===== src/rtl/mips_mem_pkg.sv =====
`default_nettype none
// ============================================================================
// mips_mem_pkg : shared types and defaults for the unified memory arbiter
// Revision     : 1.0
// ============================================================================
package mips_mem_pkg;

  localparam int AW_DEF = 10;
  localparam int DW_DEF = 32;

  typedef enum logic [1:0] {
    REQ_NONE = 2'd0,
    REQ_LD   = 2'd1,
    REQ_DM   = 2'd2,
    REQ_IF   = 2'd3
  } req_id_e;

  typedef enum logic [1:0] {
    ST_RUN    = 2'd0,
    ST_DRAIN  = 2'd1,
    ST_HALTED = 2'd2
  } state_e;

endpackage
`default_nettype wire


===== src/rtl/mips_mem_arbiter_if.sv =====
`default_nettype none
// ============================================================================
// mips_mem_arbiter_if : requester, memory-macro and halt signals of the arbiter
// Revision            : 1.0
// ============================================================================
interface mips_mem_arbiter_if #(
  parameter int AW = mips_mem_pkg::AW_DEF,
  parameter int DW = mips_mem_pkg::DW_DEF
);
  logic          if_req;
  logic [AW-1:0] if_addr;
  logic          if_gnt;
  logic          if_rvalid;
  logic          dm_req;
  logic          dm_we;
  logic [AW-1:0] dm_addr;
  logic [DW-1:0] dm_wdata;
  logic          dm_gnt;
  logic          dm_rvalid;
  logic          ld_req;
  logic          ld_we;
  logic [AW-1:0] ld_addr;
  logic [DW-1:0] ld_wdata;
  logic          ld_gnt;
  logic          ld_rvalid;
  logic [DW-1:0] rd_data;
  logic          mem_en;
  logic          mem_we;
  logic [AW-1:0] mem_addr;
  logic [DW-1:0] mem_wdata;
  logic [DW-1:0] mem_rdata;
  logic          halt_req;
  logic          halt_ack;

  modport slave (
    input  if_req, if_addr, dm_req, dm_we, dm_addr, dm_wdata,
           ld_req, ld_we, ld_addr, ld_wdata, mem_rdata, halt_req,
    output if_gnt, if_rvalid, dm_gnt, dm_rvalid, ld_gnt, ld_rvalid,
           rd_data, mem_en, mem_we, mem_addr, mem_wdata, halt_ack
  );

  modport master (
    output if_req, if_addr, dm_req, dm_we, dm_addr, dm_wdata,
           ld_req, ld_we, ld_addr, ld_wdata, mem_rdata, halt_req,
    input  if_gnt, if_rvalid, dm_gnt, dm_rvalid, ld_gnt, ld_rvalid,
           rd_data, mem_en, mem_we, mem_addr, mem_wdata, halt_ack
  );
endinterface
`default_nettype wire


===== src/rtl/mips_mem_arbiter_sel.sv =====
`default_nettype none
// ============================================================================
// mem_arb_sel : combinational priority selector, req bit 0=LD, 1=DM, 2=IF
// Revision    : 1.0
// ============================================================================
module mem_arb_sel
  import mips_mem_pkg::*;
(
  input  logic [2:0] i_req,
  input  logic       i_boost,
  input  state_e     i_state,
  output logic [2:0] o_gnt,
  output req_id_e    o_winner
);

  always_comb begin
    o_gnt    = 3'b000;
    o_winner = REQ_NONE;
    // LD always wins; the boost only lets a starved IF jump ahead of DM
    if (i_req[0]) begin
      o_gnt    = 3'b001;
      o_winner = REQ_LD;
    end else if (i_state == ST_RUN) begin
      if (i_req[2] && i_boost) begin
        o_gnt    = 3'b100;
        o_winner = REQ_IF;
      end else if (i_req[1]) begin
        o_gnt    = 3'b010;
        o_winner = REQ_DM;
      end else if (i_req[2]) begin
        o_gnt    = 3'b100;
        o_winner = REQ_IF;
      end
    end else if (i_state == ST_DRAIN && i_req[1]) begin
      o_gnt    = 3'b010;
      o_winner = REQ_DM;
    end
  end

endmodule
`default_nettype wire


===== src/rtl/mips_mem_arbiter.sv =====
`default_nettype none
// ============================================================================
// mips_mem_arbiter : LD/DM/IF arbiter for the single-port unified memory,
//                    with IF anti-starvation and drain/halt sequencing
// Revision         : 1.0
// ============================================================================
module mips_mem_arbiter
  import mips_mem_pkg::*;
#(
  parameter int AW           = AW_DEF,
  parameter int DW           = DW_DEF,
  parameter int STARVE_LIMIT = 4
) (
  input  logic                clk1,
  input  logic                rst,
  mips_mem_arbiter_if.slave   bus
);

  localparam logic [3:0] C_STARVE_MAX = 4'(STARVE_LIMIT);

  state_e        state_q, state_d;
  logic [3:0]    starve_cnt_q, starve_cnt_d;
  req_id_e       tag_q, tag_d;

  logic [2:0]    w_req;
  logic [2:0]    w_gnt;
  req_id_e       w_winner;
  logic          w_mem_we;
  logic [AW-1:0] w_mem_addr;
  logic [DW-1:0] w_mem_wdata;
  logic          w_is_read;

  // Requests are masked while reset is held so no grant leaks out
  assign w_req = rst ? 3'b000 : {bus.if_req, bus.dm_req, bus.ld_req};

  mem_arb_sel u_sel (
    .i_req    (w_req),
    .i_boost  (starve_cnt_q == C_STARVE_MAX),
    .i_state  (state_q),
    .o_gnt    (w_gnt),
    .o_winner (w_winner)
  );

  always_comb begin
    w_mem_we    = 1'b0;
    w_mem_addr  = '0;
    w_mem_wdata = '0;
    unique case (w_winner)
      REQ_LD: begin
        w_mem_we    = bus.ld_we;
        w_mem_addr  = bus.ld_addr;
        w_mem_wdata = bus.ld_wdata;
      end
      REQ_DM: begin
        w_mem_we    = bus.dm_we;
        w_mem_addr  = bus.dm_addr;
        w_mem_wdata = bus.dm_wdata;
      end
      REQ_IF:  w_mem_addr = bus.if_addr;
      default: ;
    endcase
  end

  assign w_is_read = (w_winner != REQ_NONE) && !w_mem_we;

  always_comb begin
    state_d      = state_q;
    starve_cnt_d = starve_cnt_q;
    tag_d        = w_is_read ? w_winner : REQ_NONE;
    unique case (state_q)
      ST_RUN:    if (bus.halt_req) state_d = ST_DRAIN;
      ST_DRAIN: begin
        if (!bus.halt_req)                         state_d = ST_RUN;
        else if (!bus.dm_req && tag_d == REQ_NONE) state_d = ST_HALTED;
      end
      ST_HALTED: if (!bus.halt_req) state_d = ST_RUN;
      default:   state_d = ST_RUN;
    endcase
    // The counter is frozen while draining so a resumed RUN keeps its history
    if (state_q != ST_DRAIN) begin
      if (bus.if_req && !w_gnt[2]) begin
        if (starve_cnt_q != C_STARVE_MAX) starve_cnt_d = starve_cnt_q + 4'd1;
      end else begin
        starve_cnt_d = 4'd0;
      end
    end
  end

  always_ff @(posedge clk1 or posedge rst) begin
    if (rst) begin
      state_q      <= ST_RUN;
      starve_cnt_q <= 4'd0;
      tag_q        <= REQ_NONE;
    end else begin
      state_q      <= state_d;
      starve_cnt_q <= starve_cnt_d;
      tag_q        <= tag_d;
    end
  end

  assign bus.ld_gnt    = w_gnt[0];
  assign bus.dm_gnt    = w_gnt[1];
  assign bus.if_gnt    = w_gnt[2];
  assign bus.ld_rvalid = (tag_q == REQ_LD);
  assign bus.dm_rvalid = (tag_q == REQ_DM);
  assign bus.if_rvalid = (tag_q == REQ_IF);
  assign bus.rd_data   = (tag_q != REQ_NONE) ? bus.mem_rdata : '0;
  assign bus.mem_en    = |w_gnt;
  assign bus.mem_we    = w_mem_we;
  assign bus.mem_addr  = w_mem_addr;
  assign bus.mem_wdata = w_mem_wdata;
  assign bus.halt_ack  = (state_q == ST_HALTED);

endmodule
`default_nettype wire


===== src/flat_wrapper.sv =====
// flat-port wrapper written by rule: the top's interface ports become plain ports
module mips_mem_arbiter_flat import mips_mem_pkg::*;
#(
  parameter int AW           = AW_DEF,
  parameter int DW           = DW_DEF,
  parameter int STARVE_LIMIT = 4
)
  (clk1, rst, bus_if_req, bus_if_addr, bus_dm_req, bus_dm_we, bus_dm_addr, bus_dm_wdata, bus_ld_req, bus_ld_we, bus_ld_addr, bus_ld_wdata, bus_mem_rdata, bus_halt_req, bus_if_gnt, bus_if_rvalid, bus_dm_gnt, bus_dm_rvalid, bus_ld_gnt, bus_ld_rvalid, bus_rd_data, bus_mem_en, bus_mem_we, bus_mem_addr, bus_mem_wdata, bus_halt_ack);
  mips_mem_arbiter_if #(.AW(AW), .DW(DW)) bus_i ();
  input  logic clk1;
  input  logic rst;
  input wire logic [$bits(bus_i.if_req)-1:0] bus_if_req;
  input wire logic [$bits(bus_i.if_addr)-1:0] bus_if_addr;
  input wire logic [$bits(bus_i.dm_req)-1:0] bus_dm_req;
  input wire logic [$bits(bus_i.dm_we)-1:0] bus_dm_we;
  input wire logic [$bits(bus_i.dm_addr)-1:0] bus_dm_addr;
  input wire logic [$bits(bus_i.dm_wdata)-1:0] bus_dm_wdata;
  input wire logic [$bits(bus_i.ld_req)-1:0] bus_ld_req;
  input wire logic [$bits(bus_i.ld_we)-1:0] bus_ld_we;
  input wire logic [$bits(bus_i.ld_addr)-1:0] bus_ld_addr;
  input wire logic [$bits(bus_i.ld_wdata)-1:0] bus_ld_wdata;
  input wire logic [$bits(bus_i.mem_rdata)-1:0] bus_mem_rdata;
  input wire logic [$bits(bus_i.halt_req)-1:0] bus_halt_req;
  output wire logic [$bits(bus_i.if_gnt)-1:0] bus_if_gnt;
  output wire logic [$bits(bus_i.if_rvalid)-1:0] bus_if_rvalid;
  output wire logic [$bits(bus_i.dm_gnt)-1:0] bus_dm_gnt;
  output wire logic [$bits(bus_i.dm_rvalid)-1:0] bus_dm_rvalid;
  output wire logic [$bits(bus_i.ld_gnt)-1:0] bus_ld_gnt;
  output wire logic [$bits(bus_i.ld_rvalid)-1:0] bus_ld_rvalid;
  output wire logic [$bits(bus_i.rd_data)-1:0] bus_rd_data;
  output wire logic [$bits(bus_i.mem_en)-1:0] bus_mem_en;
  output wire logic [$bits(bus_i.mem_we)-1:0] bus_mem_we;
  output wire logic [$bits(bus_i.mem_addr)-1:0] bus_mem_addr;
  output wire logic [$bits(bus_i.mem_wdata)-1:0] bus_mem_wdata;
  output wire logic [$bits(bus_i.halt_ack)-1:0] bus_halt_ack;
  assign bus_i.if_req = bus_if_req;
  assign bus_i.if_addr = bus_if_addr;
  assign bus_i.dm_req = bus_dm_req;
  assign bus_i.dm_we = bus_dm_we;
  assign bus_i.dm_addr = bus_dm_addr;
  assign bus_i.dm_wdata = bus_dm_wdata;
  assign bus_i.ld_req = bus_ld_req;
  assign bus_i.ld_we = bus_ld_we;
  assign bus_i.ld_addr = bus_ld_addr;
  assign bus_i.ld_wdata = bus_ld_wdata;
  assign bus_i.mem_rdata = bus_mem_rdata;
  assign bus_i.halt_req = bus_halt_req;
  assign bus_if_gnt = bus_i.if_gnt;
  assign bus_if_rvalid = bus_i.if_rvalid;
  assign bus_dm_gnt = bus_i.dm_gnt;
  assign bus_dm_rvalid = bus_i.dm_rvalid;
  assign bus_ld_gnt = bus_i.ld_gnt;
  assign bus_ld_rvalid = bus_i.ld_rvalid;
  assign bus_rd_data = bus_i.rd_data;
  assign bus_mem_en = bus_i.mem_en;
  assign bus_mem_we = bus_i.mem_we;
  assign bus_mem_addr = bus_i.mem_addr;
  assign bus_mem_wdata = bus_i.mem_wdata;
  assign bus_halt_ack = bus_i.halt_ack;
  mips_mem_arbiter #(.AW(AW), .DW(DW), .STARVE_LIMIT(STARVE_LIMIT)) u_core (.clk1(clk1), .rst(rst), .bus(bus_i));
endmodule

===== config.mk =====
export PLATFORM = sky130hd
export DESIGN_NAME = mips_mem_arbiter_flat
export DESIGN_NICKNAME = d
export VERILOG_FILES = /design/src/rtl/mips_mem_pkg.sv /design/src/rtl/mips_mem_arbiter_if.sv /design/src/rtl/mips_mem_arbiter_sel.sv /design/src/rtl/mips_mem_arbiter.sv /design/src/flat_wrapper.sv
export SDC_FILE = /design/constraint.sdc
export NUM_CORES = 1
export LEC_CHECK = 0
export ABC_AREA = 1
export CORE_AREA = 2 2 85 87
export DETAILED_ROUTE_END_ITERATION = 8
export DIE_AREA = 0 0 87 89
export HOLD_SLACK_MARGIN = 0.08
export PLACE_DENSITY_LB_ADDON = 0.2
export SLEW_MARGIN = 20
export SYNTH_ARGS = -nofsm -noshare
export SYNTH_HDL_FRONTEND = slang
export SYNTH_SLANG_ARGS = --single-unit

===== constraint.sdc =====
create_clock -name clk1 -period 2.5 [get_ports clk1]
set_input_delay 0.25 -clock clk1 [delete_from_list [all_inputs] [get_ports clk1]]
set_output_delay 0.25 -clock clk1 [all_outputs]
set_load 0.01 [all_outputs]

======== Word-level counts from Yosys, hierarchy flattened ========
Cells that the tools add are included.
storage, ports and cells
  bits of input ports ..................... 134
  output and inout bits ................... 83
  register bits after elaboration ......... 8
operators by class
  reductions and logical operators ........ 15
  add/subtract/negate cells ............... 1
  eq/ne operators ......................... 15
  mux-type cells .......................... 25
operators by type and width
  operator                                             number
  one-hot mux 32 bit (2 select lines)                  1
  two-way mux 32 bit                                   1
  one-hot mux 10 bit (3 select lines)                  1
  two-way mux 2 bit                                    12
  two-way mux 3 bit                                    6
  equality test 2 bit, second input constant           5
  two-way mux 4 bit                                    2
  equality test 2 x 1 -> 1 bit, second input constant  3
  != test 2 bit, second input constant                 3
  one-hot mux 2 bit (3 select lines)                   1
  logical AND 1 bit                                    5
  adder 4 x 1 -> 4 bit, second input constant          1
  equality test 4 x 3 -> 1 bit, second input constant  1
  zero test 2 bit                                      2
  != test 4 x 3 -> 1 bit, second input constant        1
  nonzero test 2 bit                                   2
  zero test 1 bit                                      3
  != test 3 x 2 -> 1 bit, second input constant        1
  AND reduction 3 bit                                  1
  OR reduction 3 bit                                   1
  != test 2 x 1 -> 1 bit, second input constant        1
  one-hot mux 1 bit (2 select lines)                   1
  AND reduction 2 bit                                  1

======== Longest topological paths before layout ========
  word-level depth ........................ 16
  depth in mapped cells ................... 15

======== By module ========
A second synthesis with hierarchy kept.
second synthesis, totals
  cell total of the unflattened synthesis .. 331
  area total of the unflattened synthesis .. 1597.8 um2
modules (own cells, without submodules)
  module            sequential area each (um2)  instances  cells each  area an instance (um2)
  mips_mem_arbiter  200.2                       1          314         1516.5
  mem_arb_sel       0.0                         1          17          81.3

======== Worst setup path before layout ========
No wires, ideal clock.
  kind .................................... register -> output
  start ................................... register u_core.starve_cnt_q[0]
  end ..................................... output bus_mem_wdata[4]
  cell stages (with the launch flop) ...... 13
  path slack .............................. 442 ps
  path buffers ............................ 2
  arrival time ............................ 1808 ps
  path through ............................ dfrtp_1 inv_1 ha_1 nand3_4 nand2_2 nand2_1 nand2_2 inv_1 ha_1 buf_2 buf_2 nand2_1 a21oi_1
on the way
  cells in the longest elaborated chain, start to end .. 7
  elaborated cells on any way between the ends .. 8
RTL lines
  element                                                                     RTL line                    RTL
  start, declared                                                             mips_mem_arbiter.sv:22      logic [3:0] starve_cnt_q, starve_cnt_d;
  start signal, assigned                                                      mips_mem_arbiter.sv:96      starve_cnt_q <= starve_cnt_d;
  equality test 4 x 3 -> 1 bit *                                              mips_mem_arbiter.sv:38      .i_boost (starve_cnt_q == C_STARVE_MAX),
  logical AND 1 bit *                                                         mips_mem_arbiter_sel.sv:24  if (i_req[2] && i_boost) begin
  two-way mux 2 bit *                                                         mips_mem_arbiter_sel.sv:24
  two-way mux 2 bit *                                                         mips_mem_arbiter_sel.sv:23  end else if (i_state == ST_RUN) begin
  two-way mux 2 bit *                                                         mips_mem_arbiter_sel.sv:20  if (i_req[0]) begin
  equality test 2 bit / equality test 2 x 1 -> 1 bit (equally long branches)  mips_mem_arbiter.sv:48      unique case (w_winner)
  one-hot mux 32 bit (2 select lines) *                                       mips_mem_arbiter.sv:48
  end, declared                                                               flat_wrapper.sv:34          output wire logic [$bits(bus_i.mem_wdata)-1:0] bus_mem_wdata;
Every way passes the cells marked *; elsewhere a longest branch is shown, timed or not.

======== Worst setup path after layout ========
  start ................................... register u_core.starve_cnt_q[1]
  end ..................................... output bus_mem_wdata[21]
Same word-level chain as after synthesis.

==> impl_results.md <==
* Status: complete, no violations
* Fmax achieved at between 400 and 500 MHz
* Post-synth cell types at 25
* Die height at between 80 and 90 µm
* Layout cells sized above 1 at between 10% and 20%
* Met3 Use GR at roughly 4.2%
* Share of the yosys chip area belonging to registers at between 10% and 20%
* Post-synth EDFFs at 0
* Worst r2r src: u_core.starve_cnt_q[0]
* Avg WL per Cell at 12.82 µm
* # DRC at 0
* Vias in the first global route at about 2,500
* Htree depth at 1
* Grt ovf at 0
* Peak supply drop at approximately 0.00024 V
* Routed WL at 8.140 mm
* Die area at 7743 µm²
* Gate power share at about three quarters
* CTS tree: built
* RSZ-0062 raised after global routing: yes
* Final setup viols at 0
* Sw frac at 38.41%
* Top-Level Pins at 217
* Die Span X at ~87 µm
* Pleak at around 0.0020 µW
* Largest net degree at the start of global routing at 28
* Gr usage total at 18.76%
* Internal power at between 700 and 800 µW
* Synth Net Count at about 470
* Period utilisation layout at between 90% and 100%
* Arr. time, crit path at around 2.1 ns
* Root Buffer: clkbuf_8
* Worst setup SP type: flip-flop
* Final Cell Area at roughly 4100 µm²
* Hold Path Class: input pin to async pin
* Filler cells at roughly 650
* Worst slew pin tran at around 0.28 ns
* Clock power share at about an eighth
* ANT cells at 0
* CORE AREA at around 6700 µm²
* 1st-pass router iterations at 4
* FFs w/ async S/R, synth at 100.0%
* Setup slack, reg-to-reg at around 0.45 ns
* Global-route wire length before repair at 11.70 mm
* First DRT Iteration DRCs at 39
* Global Route met1 Usage at 20.00%
* TritonCTS Buffers at 3
* Fin Setup TNS at 0 ns
* Initial Util at about a quarter
* Worst-path fanout max at 13
* Power Dens Cells at 310.7 nW/µm²
* Seq pwr share at 14.0%
* Grt peak-use layer: met2
* Global-route met2 utilization at 37.89%
* Synth Flop Type: dfrtp_1
* Dpl hpwl at 6.669 mm
* Clock Skew at between 0.005 and 0.006 ns
* Synthesized area at approximately 1600 µm²
* Clk buf depth at 2
* Layout Area Growth over Synthesis at 151.8%
* Syn. warnings at 0
* Initial antenna violation count at 0
* Area after DPL at 4015 µm²
* Number of routed nets with antenna violations at 0
* Slew headroom at 81.31%
* Fin crit period at ~2.4 ns
* Latest clock arrival within the worst-skew pair at ~0.23 ns
* Worst setup path class: flip-flop to primary output
* Sink Count at 8
* Routability cong. at 0.8042
* Worst R2R End: u_core.state_q[1]
* Via count at 2,750
* Register bit total from synthesis at 8
* Std-Cell Rows at 30
* Max cap viols at 0
* Port bufs at about 220
* Worst EP required at between 2 and 2.5 ns
* Worst reg-to-reg path cell count at 15
* Synthesized instance count at between 300 and 400
* Post-Syn Area per Cell at ~5.0 µm²
* Final hold vios at 0
* Layout Nets at between 600 and 700
* Crit. End Element: primary output
* Vias/cell at roughly 4.3
* Max Slew Vio Count at 0
* Sw power at between 400 and 500 µW
* Worst-path clk slew at approximately 0.04 ns
sequential cells by signal (all words and copies together) (netlist names):
name,flops
u_core.tag_q,2
u_core.starve_cnt_q,4
u_core.state_q,2
layer usage:
layer	up-vias	part of all wire [%]	wire length (µm)
li1	1419	-	-
met4	0	0.69	56
met5	-	0	0
met3	4	8.8	718
met1	1196	36	2967
met2	131	54	4397
worst max-delay path: stages (launching register included):
cell and delay [ns]:
dfrtp_1 0.37, inv_1 0.08, ha_2 0.19, nand3_4 0.08, nand2_2 0.07, nand2_1 0.06
nand2_2 0.09, buf_4 0.13, ha_4 0.19, clkbuf_16 0.18, nand2_1 0.05, a21oi_1 0.14
dlygate4sd2_1 0.30
cell usage in the layout, fill, tap and decap left out:
cell type | netlist | layout
clkdlybuf4s50_1 | 0 | 172
nand2_1 | 120 | 119
inv_1 | 55 | 53
nor2_1 | 41 | 40
a21oi_1 | 35 | 35
buf_4 | 1 | 24
clkdlybuf4s15_1 | 0 | 17
clkbuf_2 | 0 | 16
nand3_1 | 13 | 13
dlygate4sd2_1 | 0 | 11
dfrtp_1 | 8 | 8
nand2_2 | 6 | 7
inv_2 | 4 | 6
nand2_4 | 3 | 3
ha_1 | 7 | 3
clkbuf_8 | 0 | 3
buf_12 | 0 | 3
nand3_2 | 2 | 2
a21oi_2 | 2 | 2
nor2_2 | 1 | 2
ha_4 | 0 | 2
ha_2 | 0 | 2
nand3_4 | 1 | 1
nor2_4 | 1 | 1
xnor2_1 | 1 | 1
o22ai_2 | 0 | 1
clkinv_1 | 1 | 1
nor3_1 | 1 | 1
o21ai_0 | 1 | 1
o21ai_1 | 1 | 1
xor2_1 | 1 | 1
buf_16 | 0 | 1
clkbuf_16 | 0 | 1
buf_8 | 0 | 1
cells by family after synthesis:
kind of cell    synth area share, %
buf+inv                       19.22
fa+ha+maj                     5.380
compound gates                12.84
flops                         12.30
xor+xnor                      1.076
simple gates                  49.19
power by group through the flow:
stage | sequential [µW] | combinational [µW] | clock [µW]
after global routing | 181 | 1030 | 173
after floorplan | 182 | 383 | 0
final | 178 | 939 | 157
after detailed placement | 179 | 936 | 0
after CTS | 178 | 933 | 165
after global placement | 178 | 927 | 0
cell type report:
cell class	count	area, µm²	share of cell area (%)
Sequential cell	8	200.2	4.884
Multi-Input combinational cell	238	1156	28.21
Tap cell	80	100.1	2.442
Inverter	60	225.2	5.495
Timing Repair Buffer	246	2376	57.97
Clock buffer	3	41.29	1.007
Yosys cell counts (2+ instances only):
master    number  area, µm²
nand2_1      120      450.4
buf_2         13      65.06
nand3_2        2      20.02
a21oi_2        2      17.52
nor2_1        41      153.9
inv_1         55      206.5
dfrtp_1        8      200.2
clkbuf_1       4      15.01
nand2_4        3      33.78
nand3_1       13      65.06
ha_1           7      87.58
inv_2          4      15.01
a21oi_1       35      175.2
nand2_2        6      37.54
through the flow:
step / setup WS, ns / power, µW / hold slack [ns] / instances / utilization, %
final: 0.1057 / 1274 / 0.4106 / 635 / 61.01
after global routing: -0.003026 / 1384 / 0.4381 / 635 / 61.01
after CTS: 0.07390 / 1276 / 0.3316 / 632 / 60.89
after detailed placement: -0.2288 / 1116 / 0.5395 / 625 / 59.76
after global placement: -0.1664 / 1105 / 0.5300 / 625 / 59.76
after floorplan: 0.4418 / 564.1 / 0.03909 / 324 / -
worst max path at each step:
| stage | to | slack [ns] | from | cells past startpoint |
|---|---|---|---|---|
| final | bus_mem_wdata[21] | 0.11 | u_core.starve_cnt_q[1] | 12 |
| after global routing | bus_mem_addr[8] | -0.003 | bus_dm_req | 13 |
| after CTS | bus_mem_wdata[5] | 0.07 | u_core.starve_cnt_q[1] | 12 |
| after detailed placement | bus_mem_wdata[6] | -0.23 | bus_if_req | 10 |
| after global placement | bus_mem_wdata[21] | -0.17 | rst | 11 |
| after floorplan | bus_mem_wdata[4] | 0.44 | u_core.starve_cnt_q[0] | 12 |
what timing repair did:
item | 4_1_cts | 5_1_grt
endpoints found under the setup margin | 43 | 26
gates resized for setup | 55 | 51
pin swaps | 1 | 1
buffers inserted | 3 | 2
gates cloned | 1 | 1
hold buffers | 0 | 0
(Power assumes the default switching activity.)
